### src/rtl/weight_loader.sv
// rtl/weight_loader.sv - streams weight words into one selected neuron memory
//
// Optional feature macro: WEIGHT_LOADER_CHECKSUM_EN (adds the checksum output)
//
// Ports:
//   clk       in   single clock, rising edge
//   rst       in   asynchronous active-high reset
//   start     in   request to load one neuron memory (honoured in IDLE only)
//   neuron_id in   [7:0] target memory index, sampled with start
//   s_valid   in   s_data carries a weight word
//   s_data    in   [DATA_WIDTH-1:0] weight word
//   s_ready   out  word accepted this cycle (high only while loading)
//   wen       out  write strobe, one cycle after each accepted word
//   wadd      out  [ADDR_WIDTH-1:0] write address
//   win       out  [DATA_WIDTH-1:0] write data
//   wsel      out  [NEURON_COUNT-1:0] one-hot memory select
//   busy      out  a load is in progress
//   done      out  pulse coinciding with the final write
//   err       out  pulse after a start with an out-of-range neuron_id
//   checksum  out  [DATA_WIDTH-1:0] wrapping sum of the words of this load
//                  (only with WEIGHT_LOADER_CHECKSUM_EN)
module weight_loader #(
  parameter int NUM_WEIGHT   = 784,
  parameter int NEURON_COUNT = 30,
  parameter int ADDR_WIDTH   = 10,
  parameter int DATA_WIDTH   = 16
) (
  input  logic                    clk,
  input  logic                    rst,
  input  logic                    start,
  input  logic [7:0]              neuron_id,
  input  logic                    s_valid,
  input  logic [DATA_WIDTH-1:0]   s_data,
  output logic                    s_ready,
  output logic                    wen,
  output logic [ADDR_WIDTH-1:0]   wadd,
  output logic [DATA_WIDTH-1:0]   win,
  output logic [NEURON_COUNT-1:0] wsel,
  output logic                    busy,
  output logic                    done,
  output logic                    err
`ifdef WEIGHT_LOADER_CHECKSUM_EN
  ,
  output logic [DATA_WIDTH-1:0]   checksum
`endif
);

  typedef enum logic [1:0] {IDLE, LOAD, FLUSH} state_t;

  localparam logic [ADDR_WIDTH-1:0] LAST_ADDR = ADDR_WIDTH'(NUM_WEIGHT - 1);

  state_t                state, state_nxt;
  logic [ADDR_WIDTH-1:0] cnt;
  logic                  hs;
  logic                  last_hs;
  logic                  id_ok;
  logic                  accept;

  assign hs      = s_valid & s_ready;
  assign last_hs = hs && (cnt == LAST_ADDR);
  assign id_ok   = ({24'd0, neuron_id} < NEURON_COUNT);
  assign accept  = (state == IDLE) && start && id_ok;

  always_ff @(posedge clk or posedge rst) begin
    if (rst) state <= IDLE;
    else     state <= state_nxt;
  end

  // FLUSH lasts exactly one cycle: it is the cycle in which the registered
  // final write is on the bus, so done is simply "in FLUSH".
  always_comb begin
    state_nxt = state;
    s_ready   = 1'b0;
    busy      = 1'b1;
    done      = 1'b0;
    case (state)
      IDLE: begin
        busy = 1'b0;
        if (accept) state_nxt = LOAD;
      end
      LOAD: begin
        s_ready = 1'b1;
        if (last_hs) state_nxt = FLUSH;
      end
      FLUSH: begin
        done      = 1'b1;
        state_nxt = IDLE;
      end
      default: state_nxt = IDLE;
    endcase
  end

  always_ff @(posedge clk or posedge rst) begin
    if (rst) begin
      cnt  <= '0;
      wen  <= 1'b0;
      wadd <= '0;
      win  <= '0;
      wsel <= '0;
      err  <= 1'b0;
    end else begin
      wen <= hs;
      err <= (state == IDLE) && start && !id_ok;
      if (hs) begin
        wadd <= cnt;
        win  <= s_data;
        // wrap to 0 after the last word so the counter never leaves the
        // valid address range, even with NUM_WEIGHT == 2**ADDR_WIDTH
        cnt  <= last_hs ? '0 : cnt + 1'b1;
      end
      if (accept) begin
        wsel <= NEURON_COUNT'(1) << neuron_id;
        cnt  <= '0;
      end else if (state == FLUSH) begin
        wsel <= '0;
      end
    end
  end

`ifdef WEIGHT_LOADER_CHECKSUM_EN
  always_ff @(posedge clk or posedge rst) begin
    if (rst)         checksum <= '0;
    else if (accept) checksum <= '0;
    else if (hs)     checksum <= checksum + s_data;
  end
`endif

endmodule
### config.mk
export PLATFORM = sky130hd
export DESIGN_NAME = weight_loader
export DESIGN_NICKNAME = d
export VERILOG_FILES = /design/src/rtl/weight_loader.sv
export SDC_FILE = /design/constraint.sdc
export NUM_CORES = 1
export LEC_CHECK = 0
export CAP_MARGIN = 20
export CORE_MARGIN = 2
export CORE_UTILIZATION = 42
export CTS_CLUSTER_DIAMETER = 50
export DETAILED_ROUTE_END_ITERATION = 6
export GPL_TIMING_DRIVEN = 1
export PLACE_DENSITY = 0.88
export SYNTH_ARGS = -nofsm -noshare
export SYNTH_HDL_FRONTEND = slang
export SYNTH_SLANG_ARGS = --single-unit
### constraint.sdc
create_clock -name clk -period 2.23 [get_ports clk]
set_input_delay 0.3345 -clock clk [delete_from_list [all_inputs] [get_ports clk]]
set_output_delay 0.3345 -clock clk [all_outputs]
set_load 0.01 [all_outputs]
==> results of run 1 <==
==> Yosys cell counts, types with 3 or more instances <==
cell | number | area (sq um)
sky130_fd_sc_hd__nand2_1 | 108 | 405
sky130_fd_sc_hd__dfrtp_1 | 70 | 1750
sky130_fd_sc_hd__o21ai_0 | 23 | 115
sky130_fd_sc_hd__nand3_1 | 9 | 45.0
sky130_fd_sc_hd__nor2_1 | 9 | 33.8
sky130_fd_sc_hd__a22o_1 | 7 | 61.3
sky130_fd_sc_hd__inv_1 | 7 | 26.3
sky130_fd_sc_hd__or3_1 | 7 | 43.8
sky130_fd_sc_hd__a21o_1 | 6 | 45.0
sky130_fd_sc_hd__clkbuf_1 | 5 | 18.8
sky130_fd_sc_hd__nor3_1 | 5 | 25.0
sky130_fd_sc_hd__and3_1 | 4 | 25.0
sky130_fd_sc_hd__buf_4 | 4 | 30.0
sky130_fd_sc_hd__nand4b_1 | 4 | 35.0
sky130_fd_sc_hd__nand4_1 | 3 | 18.8
sky130_fd_sc_hd__o21ai_1 | 3 | 15.0
==> power by group <==
part | internal [mW] | switching (mW) | leakage (nW)
Clock | 0.965 | 0.463 | 0.139
Combinational | 0.192 | 0.172 | 0.908
Sequential | 1.34 | 0.0626 | 0.931
Total | 2.50 | 0.698 | 1.98
==> tightest hold or removal path: stages <==
cell and delay [ns]:
sky130_fd_sc_hd__clkdlybuf4s50_1 0.41, sky130_fd_sc_hd__inv_2 0.07, sky130_fd_sc_hd__buf_12 0.31
==> through the flow <==
step / std cells / power (mW)
floorplan: 302 / 1.58
global placement: 483 / 1.78
detailed placement: 483 / 1.80
CTS: 498 / 3.23
global route: 498 / 3.35
finish: 498 / 3.20
==> logic make-up (layout without fill, tap and decap cells) <==
kind of cell / Yosys count / count (layout) / synth area share
compound gates: 50 / 50 / 0.115
fa+ha+maj: 1 / 1 / 0.00423
buf+inv: 18 / 118 / 0.0288
flops: 70 / 70 / 0.592
simple gates: 163 / 163 / 0.260
==> worst min-delay path by stage <==
stage | cells after the start | slack, ns | to | start
2_1_floorplan | 2 | 0.44 | win[0] | s_data[0]
5_1_grt | 3 | 0.41 | win[7] | rst
3_3_place_gp | 2 | 0.46 | win[14] | win[14]
6_report | 3 | 0.39 | wsel[27] | rst
3_5_place_dp | 2 | 0.47 | win[10] | win[10]
4_1_cts | 3 | 0.39 | wsel[22] | rst
==> routing by layer <==
layer	vias to the layer above	routed length, um
met5	-	0
met4	0	104
met3	10	481
met2	112	3470
met1	1233	3060
li1	1218	-
==> state kept, by name, indices dropped and copies added (netlist names) <==
name / flops
win: 16
wsel: 30
wen: 1
state: 2
cnt: 10
err: 1
wadd: 10
==> area by class of cell <==
class / count / area share
Sequential cell: 70 / 0.410
Inverter: 7 / 0.00616
Multi-Input combinational cell: 214 / 0.263
Clock buffer: 9 / 0.0290
Tap cell: 96 / 0.0281
Timing Repair Buffer: 96 / 0.226
Clock inverter: 6 / 0.0372
==> flow_metrics.tcl, run 1 <==
set metrics [dict create \
    status "complete, no violations" \
    clk_latency_ns 0.34 \
    drt-total-wl_um 7120 \
    antenna_cells 0 \
    die_height_um 87.9 \
    cts.repair_timing.setup_buffer_count 0 \
    r2r_start "state[1]" \
    clock_tree_from_tritoncts "yes" \
    fin_tns_setup_ns 0 \
    postLayoutCellArea_sq_um 4270 \
    clock_skew_ns 0.00974 \
    fp.dieArea_sq_um 7730 \
    final_max_slew_viol_count 0 \
    setup_crit_path_kind "flip-flop to output pin" \
    power.static_leakage_nw 1.98 \
    max_clock_freq_mhz 509 \
    required_ns 1.90 \
    row_count 30 \
    post_cts_hold_buffer_count 0 \
    post-route-drc-count 0 \
    grt_max_degree 71 \
    clock-root-buffer "sky130_fd_sc_hd__clkbuf_8" \
    cp.arrival_ns 1.63 \
    rsz_0062_raised_after_global_routing "no" \
    utilization 0.628 \
    cts_num_sinks 70 \
    slowest_stage "sky130_fd_sc_hd__clkdlybuf4s50_1" \
    grt_util_met1 0.268 \
    wire_length_of_the_first_global_routing_pass_um 11700 \
    power_per_cell_area_nw_per_um2 749 \
    worst_slew_margin_rel 0.689 \
    grt_antenna_before_repair 0 \
    timing.critical_path.from_type "flip-flop" \
    cell_by_cell_trace_of_the_critical_path "nor2b_1, clkdlybuf4s50_1" \
    r2r_end "cnt[5]" \
    top_usage_layer "met2" \
    gr-usage-met2 0.309 \
    synth_enable_flop_cells 0 \
    final-seq-area_sq_um 1750 \
    number_of_buffers_created_by_cts 9 \
    grt_use_total 0.199 \
    dr.first_iter.drc_count 151 \
    via_per_inst 5.17 \
    route.detailed.wl_per_inst_um 14.3 \
    cts_buffer_depth 2 \
    ys_seq_area_frac 0.592 \
    route.antenna.remaining_nets 0 \
    post_dp_cell_area_sq_um 3990 \
    syn_nets 331 \
    ff_latch_count_synth 70 \
    post-place-ws_ns 0.206 \
    slowest_delay_ns 0.59 \
    nets 427 \
    clkTransAtPathRegs_ns 0.08 \
    top_library_cells_by_usage_in_the_layout_fill_and_taps_aside "sky130_fd_sc_hd__nand2_1, sky130_fd_sc_hd__clkdlybuf4s50_1, sky130_fd_sc_hd__dfrtp_1" \
    final_hold_viol_count 0 \
    critPathCaptureType "output pin" \
    worst_ir_drop_vdd_mv 0.329 \
    hold-worst-slack_ns 0.386 \
    ys.warnings.count 0 \
    worst-path-max-fanout 6 \
    area_growth_pct 44.3 \
    timing.critical_path.buf_inv 1 \
    boundaryPins 89 \
    grt_overflow_total 0 \
    place.gp.congestion 0.815 \
    post-route-worst-setup-slack_ns 0.267 \
    async_s_r_ff_share_synth 1.00 \
    reg2regPathDepth 5 \
    critPathCapture "done" \
    initial_utilization 0.435 \
    htree_levels 3 \
    synth_ff_type "sky130_fd_sc_hd__dfrtp_1" \
    hold_path.class "input port to asynchronous set/reset pin" \
    grt_util_met3 0.0613 \
    ctsResizeCount 0 \
    timing_worst_slew_pin_value_ns 0.460 \
    fin_crit_ns 1.96 \
    io_buffers 88 \
    first_global_vias 2418 \
    worst-r2r-setup-slack_ns 0.49 \
    cell_count_along_the_critical_path 2 \
    multi_input_comb_area_sq_um 1120 \
    dr.pass1.iters 5 \
    min_period_over_period 0.880 \
    setup-violations-final 0 \
    synthesis.area_per_instance_sq_um 9.79 \
    synth.cell_area_sq_um 2960 \
    die_w_um 87.9 \
    synthesis.instances 302 \
    fillerInstances 538 \
    post-dp-hpwl_um 5020 \
    maxCapViolations 0 \
    startpoint "state[1]" \
    vias 2573 \
    synth.distinct_cells 37 \
    timing.critical_path.max_delay_family "buffers and inverters" \
    drive_above_1_share 0.0771 \
    layout_commonest_cell "sky130_fd_sc_hd__nand2_1" \
    fp.coreArea_sq_um 6790 \
]
(Power assumes the default switching activity.)
==> run 2, diff against run 1 <==
--- a/config.mk
+++ b/config.mk
@@ -7,11 +7,11 @@
 export LEC_CHECK = 0
 export CAP_MARGIN = 20
 export CORE_MARGIN = 2
-export CORE_UTILIZATION = 42
+export CORE_UTILIZATION = 46
 export CTS_CLUSTER_DIAMETER = 50
 export DETAILED_ROUTE_END_ITERATION = 6
 export GPL_TIMING_DRIVEN = 1
-export PLACE_DENSITY = 0.88
+export PLACE_DENSITY = 0.9
 export SYNTH_ARGS = -nofsm -noshare
 export SYNTH_HDL_FRONTEND = slang
 export SYNTH_SLANG_ARGS = --single-unit
==> constraint.sdc (replaced) <==
create_clock -name clk -period 2.2 [get_ports clk]
set_input_delay 0.33 -clock clk [delete_from_list [all_inputs] [get_ports clk]]
set_output_delay 0.33 -clock clk [all_outputs]
set_load 0.01 [all_outputs]
==> run 2 against run 1 <==
Against the previous run: clock skew decreased by 0.0049 ns; flip-flop and latch count is the same; core utilization grew 4.2 points; sequential power barely moved; hold slack got worse by 0.021 ns; combinational power grew 2%; largest power group is now registers; via count fell by 2.1%.
==> flow_metrics.tcl, run 2 (synthesis gave the netlist of run 1 again) <==
set metrics [dict create \
    required_ns 1.87 \
    drive_above_1_share 0.0817 \
    final-seq-area_sq_um 1750 \
    setup_crit_path_kind "flip-flop to output pin" \
    post-dp-hpwl_um 4970 \
    clkTransAtPathRegs_ns 0.07 \
    layout_commonest_cell "sky130_fd_sc_hd__nand2_1" \
    nets 428 \
    clock_skew_ns 0.00485 \
    wire_length_of_the_first_global_routing_pass_um 11800 \
    boundaryPins 89 \
    totalPowerFinal_mw 3.03 \
    status "complete, no violations" \
    slowest_stage "sky130_fd_sc_hd__clkdlybuf4s50_1" \
    row_count 29 \
    multi_input_comb_area_sq_um 1120 \
    hold_path.class "input port to asynchronous set/reset pin" \
    clock_tree_from_tritoncts "yes" \
    worst-path-max-fanout 6 \
    final_hold_viol_count 0 \
    reg.largest.list "wsel (30), win (16)" \
    vias 2520 \
    grt_max_degree 71 \
    cp.arrival_ns 1.64 \
    initial_utilization 0.471 \
    max_clock_freq_mhz 508 \
    dr.first_iter.drc_count 190 \
    cell_by_cell_trace_of_the_critical_path "nor2b_1, clkdlybuf4s50_1" \
    worst_ir_drop_vdd_mv 0.417 \
    setup-violations-final 0 \
    io_buffers 88 \
    grt_overflow_total 0 \
    power.static_leakage_nw 1.96 \
    place.gp.congestion 0.870 \
    fp.dieArea_sq_um 7090 \
    power_per_cell_area_nw_per_um2 720 \
    cts_num_sinks 70 \
    cts.repair_timing.setup_buffer_count 0 \
    fin_tns_setup_ns 0 \
    dr.pass1.iters 4 \
    post_dp_cell_area_sq_um 3970 \
    via_per_inst 5.24 \
    largest-register "wsel" \
    grt_antenna_before_repair 0 \
    timing.critical_path.buf_inv 1 \
    fillerInstances 494 \
    antenna_cells 0 \
    largest_register_ffs 30 \
    drt-total-wl_um 7100 \
    maxCapViolations 0 \
    postLayoutCellArea_sq_um 4210 \
    hold-worst-slack_ns 0.366 \
    worst_slew_margin_rel 0.691 \
    htree_levels 3 \
    die_w_um 84.2 \
    route.antenna.remaining_nets 0 \
    area_growth_pct 42.2 \
    final_max_slew_viol_count 0 \
    route.detailed.wl_per_inst_um 14.8 \
    clock-root-buffer "sky130_fd_sc_hd__clkbuf_8" \
    timing.critical_path.max_delay_family "buffers and inverters" \
    cts_buffer_depth 2 \
    post-route-drc-count 0 \
    ctsResizeCount 0 \
    slowest_delay_ns 0.59 \
    timing.critical_path.from_type "flip-flop" \
    timing_worst_slew_pin_value_ns 0.458 \
    rsz_0062_raised_after_global_routing "no" \
    fp.coreArea_sq_um 6280 \
    die_height_um 84.2 \
    top_library_cells_by_usage_in_the_layout_fill_and_taps_aside "sky130_fd_sc_hd__nand2_1, sky130_fd_sc_hd__clkdlybuf4s50_1, sky130_fd_sc_hd__dfrtp_1" \
    post_cts_hold_buffer_count 0 \
    min_period_over_period 0.894 \
    first_global_vias 2416 \
    critPathCaptureType "output pin" \
    clk_latency_ns 0.34 \
    grt_use_total 0.210 \
    fin_crit_ns 1.97 \
    number_of_buffers_created_by_cts 9 \
]
-- run 2: final timing paths --
kind	cells after the start	to	startpoint	slack, ns
worst min register to register	2	wadd[9]	wadd[9]	0.48
worst min-delay path	3	win[9]	rst	0.37
worst max register to register	5	cnt[7]	cnt[0]	0.51
min in group clk	2	wadd[9]	wadd[9]	0.48
worst max-delay path	2	done	state[1]	0.23
max in group asynchronous	3	wadd[6]	rst	1.54
-- run 2: routing by layer --
metal,GRT usage,part of all wire,up-vias,routed length (um)
li1,-,-,1219,-
met1,0.297,0.45,1200,3170
met2,0.322,0.48,91,3380
met3,0.0423,0.063,10,448
met4,0.0821,0.015,0,108
met5,0,0,-,0
-- run 2: layout make-up --
type | instances | area share
repair buffers | 97 | 0.231
clock buffers | 9 | 0.0295
well taps | 77 | 0.0229
multi-input cells | 214 | 0.267
flip-flops and latches | 70 | 0.417
clock inverters | 7 | 0.0268
inverters | 7 | 0.00625
-- run 2: through the flow --
step,std cells,setup WS (ns),utilization
floorplan,302,0.102,-
detailed placement,465,0.199,0.632
CTS,481,0.221,0.670
global route,481,0.170,0.670
global placement,465,0.259,0.632
finish,481,0.233,0.670
-- run 2: where the power goes --
part,switching [mW],total (mW),internal (mW)
clock network,0.486,1.23,0.747
registers,0.0647,1.43,1.36
logic,0.175,0.370,0.195
-- run 2: worst reg2reg max path, cell delays in order, from the launching register on --
cell and delay (ns):
sky130_fd_sc_hd__dfrtp_1 0.42, sky130_fd_sc_hd__ha_1 0.26, sky130_fd_sc_hd__and4b_4 0.23, sky130_fd_sc_hd__a41o_1 0.28, sky130_fd_sc_hd__or3_1 0.35, sky130_fd_sc_hd__o21ai_1 0.08
